--- config.mk ---
export PLATFORM = sky130hd
export DESIGN_NAME = apb_master_bridge
export DESIGN_NICKNAME = d
export VERILOG_FILES = /design/src/rtl/apb_pkg.sv /design/src/rtl/apb_master_bridge.sv
export SDC_FILE = /design/constraint.sdc
export NUM_CORES = 1
export LEC_CHECK = 0
export CORE_MARGIN = 2
export CORE_UTILIZATION = 41
export CTS_BUF_LIST = sky130_fd_sc_hd__clkbuf_2
export DETAILED_ROUTE_END_ITERATION = 7
export GPL_TIMING_DRIVEN = 0
export PLACE_DENSITY = 0.83
export SYNTH_ARGS = -nofsm -noshare
export SYNTH_HDL_FRONTEND = slang
export SYNTH_SLANG_ARGS = --single-unit
--- constraint.sdc ---
create_clock -name apb_pclk -period 2.3 [get_ports apb_pclk]
set_clock_uncertainty 0.1 [all_clocks]
set_input_delay 0.345 -clock apb_pclk [delete_from_list [all_inputs] [get_ports apb_pclk]]
set_output_delay 0.345 -clock apb_pclk [all_outputs]
set_load 0.02 [all_outputs]
--- src/rtl/apb_pkg.sv ---
`default_nettype none
// ------------------------------------------------------------------
// apb_pkg: shared APB state encoding, default widths, request/response bundles
// Revision: 1.0
// ------------------------------------------------------------------
package apb_pkg;

    localparam int unsigned APB_AW = 32;
    localparam int unsigned APB_DW = 32;

    typedef enum logic [1:0] {
        APB_IDLE   = 2'd0,
        APB_SETUP  = 2'd1,
        APB_ACCESS = 2'd2,
        APB_RESP   = 2'd3
    } apb_state_t;

    typedef struct packed {
        logic              write;
        logic [APB_AW-1:0] addr;
        logic [APB_DW-1:0] wdata;
    } apb_req_t;

    typedef struct packed {
        logic [APB_DW-1:0] rdata;
        logic              err;
    } apb_rsp_t;

endpackage
`default_nettype wire

--- src/rtl/apb_master_bridge.sv ---
`default_nettype none
// ------------------------------------------------------------------
// apb_master_bridge: valid/ready request port to APB3 initiator with pready timeout
// Revision: 1.0
// ------------------------------------------------------------------
module apb_master_bridge
    import apb_pkg::*;
#(
    parameter int unsigned TIMEOUT = 16,
    parameter int unsigned AW      = APB_AW,
    parameter int unsigned DW      = APB_DW
) (
    input  logic          apb_pclk,
    input  logic          apb_prstn,
    input  logic          req_valid,
    output logic          req_ready,
    input  logic          req_write,
    input  logic [AW-1:0] req_addr,
    input  logic [DW-1:0] req_wdata,
    output logic          rsp_valid,
    input  logic          rsp_ready,
    output logic [DW-1:0] rsp_rdata,
    output logic          rsp_err,
    output logic          apb_psel,
    output logic          apb_penable,
    output logic          apb_pwrite,
    output logic [AW-1:0] apb_paddr,
    output logic [DW-1:0] apb_pwdata,
    input  logic [DW-1:0] apb_prdata,
    input  logic          apb_pready,
    input  logic          apb_pslverr
);

    // Counter is kept at least one bit wide so TIMEOUT=0 still elaborates.
    localparam int unsigned CW       = (TIMEOUT > 0) ? $clog2(TIMEOUT + 1) : 1;
    localparam logic [CW-1:0] CNT_LAST = CW'(TIMEOUT - 1);
    localparam logic [CW-1:0] CNT_MAX  = '1;

    apb_state_t    state;
    apb_state_t    state_nxt;
    logic [CW-1:0] wait_cnt;
    logic          accept;
    logic          expire;

    always_comb begin
        state_nxt = state;
        accept    = 1'b0;
        expire    = 1'b0;
        case (state)
            APB_IDLE: begin
                accept = req_valid & req_ready;
                if (accept) state_nxt = APB_SETUP;
            end
            APB_SETUP: state_nxt = APB_ACCESS;
            APB_ACCESS: begin
                expire = (TIMEOUT != 0) && !apb_pready && (wait_cnt == CNT_LAST);
                if (apb_pready || expire) state_nxt = APB_RESP;
            end
            APB_RESP: if (rsp_ready) state_nxt = APB_IDLE;
            default: state_nxt = APB_IDLE;
        endcase
    end

    always_ff @(posedge apb_pclk) begin
        if (!apb_prstn) state <= APB_IDLE;
        else            state <= state_nxt;
    end

    always_ff @(posedge apb_pclk) begin
        if (!apb_prstn) begin
            req_ready  <= 1'b0;
            apb_pwrite <= 1'b0;
            apb_paddr  <= '0;
            apb_pwdata <= '0;
            rsp_rdata  <= '0;
            rsp_err    <= 1'b0;
            wait_cnt   <= '0;
        end else begin
            req_ready <= (state_nxt == APB_IDLE);
            if (accept) begin
                apb_pwrite <= req_write;
                apb_paddr  <= req_addr;
                apb_pwdata <= req_write ? req_wdata : '0;
                wait_cnt   <= '0;
            end
            if (state == APB_ACCESS) begin
                if (apb_pready) begin
                    rsp_err   <= apb_pslverr;
                    rsp_rdata <= (!apb_pwrite && !apb_pslverr) ? apb_prdata : '0;
                end else if (expire) begin
                    rsp_err   <= 1'b1;
                    rsp_rdata <= '0;
                end else if (wait_cnt != CNT_MAX) begin
                    wait_cnt <= wait_cnt + CW'(1);
                end
            end
            if ((state == APB_RESP) && rsp_ready) begin
                rsp_err   <= 1'b0;
                rsp_rdata <= '0;
            end
        end
    end

    assign apb_psel    = (state == APB_SETUP) || (state == APB_ACCESS);
    assign apb_penable = (state == APB_ACCESS);
    assign rsp_valid   = (state == APB_RESP);

endmodule
`default_nettype wire

==> flow_summary_export.csv <==
group,metric,value,unit
placement,place.gp.congestion,0.805,
timing,relSlewSlack,0.628,
timing,finalHoldViolCount,0,
timing,finalWorstPathRequiredPeriod,2.19,ns
setup_path,worstPathRequired,1.86,ns
cts,cts_root_buffer,"clkbuf_2",
synthesis,synth_nets,569,
min_path,hold_class,"in -> reg",
placement,place_area,6100,sq um
cells_and_area,design_area,6230,sq um
synthesis,post-synth-top-area-fraction,0.543,
cells_and_area,fin_nets,784,
cts,ctsHtreeMaxLevel,3,
timing,grt_setup_unrepaired,"no",
timing,slew_violations,0,
global_routing,grt.total_usage,0.233,
global_routing,antenna_found_initial,0,
cells_and_area,antenna-diode-count,0,
pwr,p_sw,0.00153,W
cells_and_area,finish.utilization,0.674,
pwr,switching_share,0.344,
synthesis,synth_area,3900,sq um
setup_path,worst-setup-path-type,"reg -> out",
timing,setup_violations,0,
cts,cts_buffers,9,
global_routing,overflow,0,
global_routing,grt_max_degree,19,
synthesis,ys_warn_count,0,
floorplan,core_area,9240,sq um
cells_and_area,multi_input_area,1600,sq um
global_routing,met1_usage,0.263,
global_routing,grt.met2_usage,0.407,
pwr,design_power_total,0.00445,W
synthesis,ys_types,31,
synthesis,async_flop_share,0,
synthesis,yosys-top-cells-area,"dfxtp_1 (54%), nand2_1 (10%), a21oi_1 (9.4%)",
setup_path,crit_slowest_cell,"dfxtp_1",
cells_and_area,drive_gt1_frac,0.0531,
floorplan,rows,35,
drt,dr.pass1.iters,5,
pwr,power_frac_comb,0.323,
global_routing,gr-usage-met3,0.0856,
floorplan,io_pins,205,
drt,drtIter0Drc,143,
synthesis,synth_top_area_cell,"dfxtp_1",
placement,io_buffers,203,
setup_path,path_cells,"inv_1, ha_1, dlygate4sd2_1",
cells_and_area,syn2layout_area_growth,59.5,%
pwr,ir_drop,0.454,mV
pwr,p_seq_frac,0.475,
drt,drc,0,
floorplan,die_height,102,um
global_routing,grt_pass1_vias,4043,
synthesis,synth_edf_count,0,
setup_path,path_max_fanout,5,
setup_path,endpoint_kind,"primary output",
timing,fin_crit_sh,0.953,
synthesis,synthCells,458,
cts,cts_buffer_depth,2,
floorplan,die-area,10300,sq um
drt,via_per_inst,4.96,
floorplan,start_util,0.423,
timing,worstMarginPinSlew,0.558,ns
timing,fin_ws,0.108,ns
pwr,p_leak,2.21,nW
timing,fmax,0.456,GHz
floorplan,die_w,102,um
drt,drt-total-wl,12000,um
synthesis,netlist_top_cells_count,"dfxtp_1 (106), nand2_1 (104), a21oi_1 (73)",
placement,dpl_worst_slack,0.161,ns
setup_path,start_kind,"register",
global_routing,top_usage_layer,"met2",
setup_path,max_stage_delay,0.45,ns
drt,vias,4001,
cts,cts_sinks,106,
setup_path,cp.arrival,1.75,ns
pwr,internal_power,0.00292,W
synthesis,synthFlopType,"dfxtp_1",
cts,cts_tree,"yes",
synthesis,seq_area_frac_synth,0.543,
timing,final.setup.tns,0,ns
cells_and_area,n_fill_cell,750,
cells_and_area,seq_area,2120,sq um
pwr,p_clk_frac,0.202,
synthesis,synth-seq-cells,106,
drt,final_antenna_net_count,0,
job,drv_cap,0,
pwr,power_density,715,nW/um^2
cts,clk_pin_slew,0.31,ns
global_routing,grt_pass1_wl,19200,um
cts,clock_latency,0.54,ns
synthesis,syn_avg_cell_area,8.53,sq um
drt,wl_per_cell,14.9,um
placement,dp_hpwl,9190,um
synthesis,synth.most_common_cell,"dfxtp_1",
run_status,status,"completed",
[area by class of cell]
type | instances | share of cell area
Sequential cell | 106 | 0.341
Tap cell | 129 | 0.0259
Inverter | 4 | 0.00241
Clock inverter | 7 | 0.0123
Clock buffer | 9 | 0.00723
Buffer | 36 | 0.0265
Timing Repair Buffer | 204 | 0.327
Multi-Input combinational cell | 312 | 0.257
[power groups by stage]
stage	clock, W	combinational (W)	sequential (W)
after floorplan	0	0.000579	0.00232
after global placement	0	0.00141	0.00214
after detailed placement	0	0.00145	0.00215
after CTS	0.000916	0.00145	0.00211
after global routing	0.000993	0.00157	0.00214
final	0.000898	0.00144	0.00212
[state kept, by name, indices dropped and copies added, names as in the netlist]
name	cells
apb_paddr	32
apb_pwdata	32
rsp_rdata	32
wait_cnt	5
state	2
apb_pwrite	1
req_ready	1
rsp_err	1
[cell families (layout without fill, tap and decap cells)]
logic type / Yosys count / count (layout) / synth area share
fa+ha+maj: 8 / 8 / 0.0256
simple gates: 188 / 188 / 0.208
buf+inv: 40 / 260 / 0.0461
flops: 106 / 106 / 0.543
compound gates: 116 / 116 / 0.177
[worst max-delay path: cells and delay by family, from the launching register on]
kind       cells  cell delay, ns
flops          1            0.45
buf+inv        2            0.47
fa+ha+maj      1            0.29
[what timing repair did]
| item | CTS | global route |
|---|---|---|
| hold buffers | 1 | 0 |
| setup endpoints to repair | 3 | 0 |
| hold endpoints to repair | 3 | 0 |
| resized for setup | 4 | 0 |
| setup buffers | 0 | 0 |
[placed cells by master (no fill, tap or decap), types with 2 or more instances in the layout]
master / count
clkdlybuf4s50_1: 200
dfxtp_1: 105
nand2_1: 104
a21oi_1: 73
nand3_1: 38
nor2_1: 34
a22oi_1: 32
clkbuf_1: 19
buf_2: 12
clkbuf_2: 9
ha_1: 8
buf_4: 4
inv_1: 3
nand2b_1: 3
dlygate4sd2_1: 3
and3_1: 2
a311oi_1: 2
o21a_1: 2
clkinv_4: 2
[through the flow]
step	hold slack, ns	instances
finish	0.166	807
detailed placement	0.344	790
floorplan	0.342	458
global placement	0.336	790
CTS	0.132	807
global route	0.120	807
[final timing paths]
| check | slack (ns) | start | endpoint | cells past startpoint |
|---|---|---|---|---|
| hold / removal | 0.17 | req_addr[9] | apb_paddr[9] | 3 |
| setup reg to reg | 0.17 | wait_cnt[0] | rsp_rdata[27] | 7 |
| hold reg to reg | 0.37 | apb_pwdata[6] | apb_pwdata[6] | 2 |
| setup / recovery | 0.11 | state[1] | apb_psel | 3 |
[routing by layer]
metal  vias up  part of all wire  wire length, um
met5         -                 0                0
met4         0             0.021              251
met3        22              0.10             1220
met2       177              0.49             5930
met1      1816              0.38             4600
li1       1986                 -                -
No activity file was read; power rests on OpenSTA's default activity.
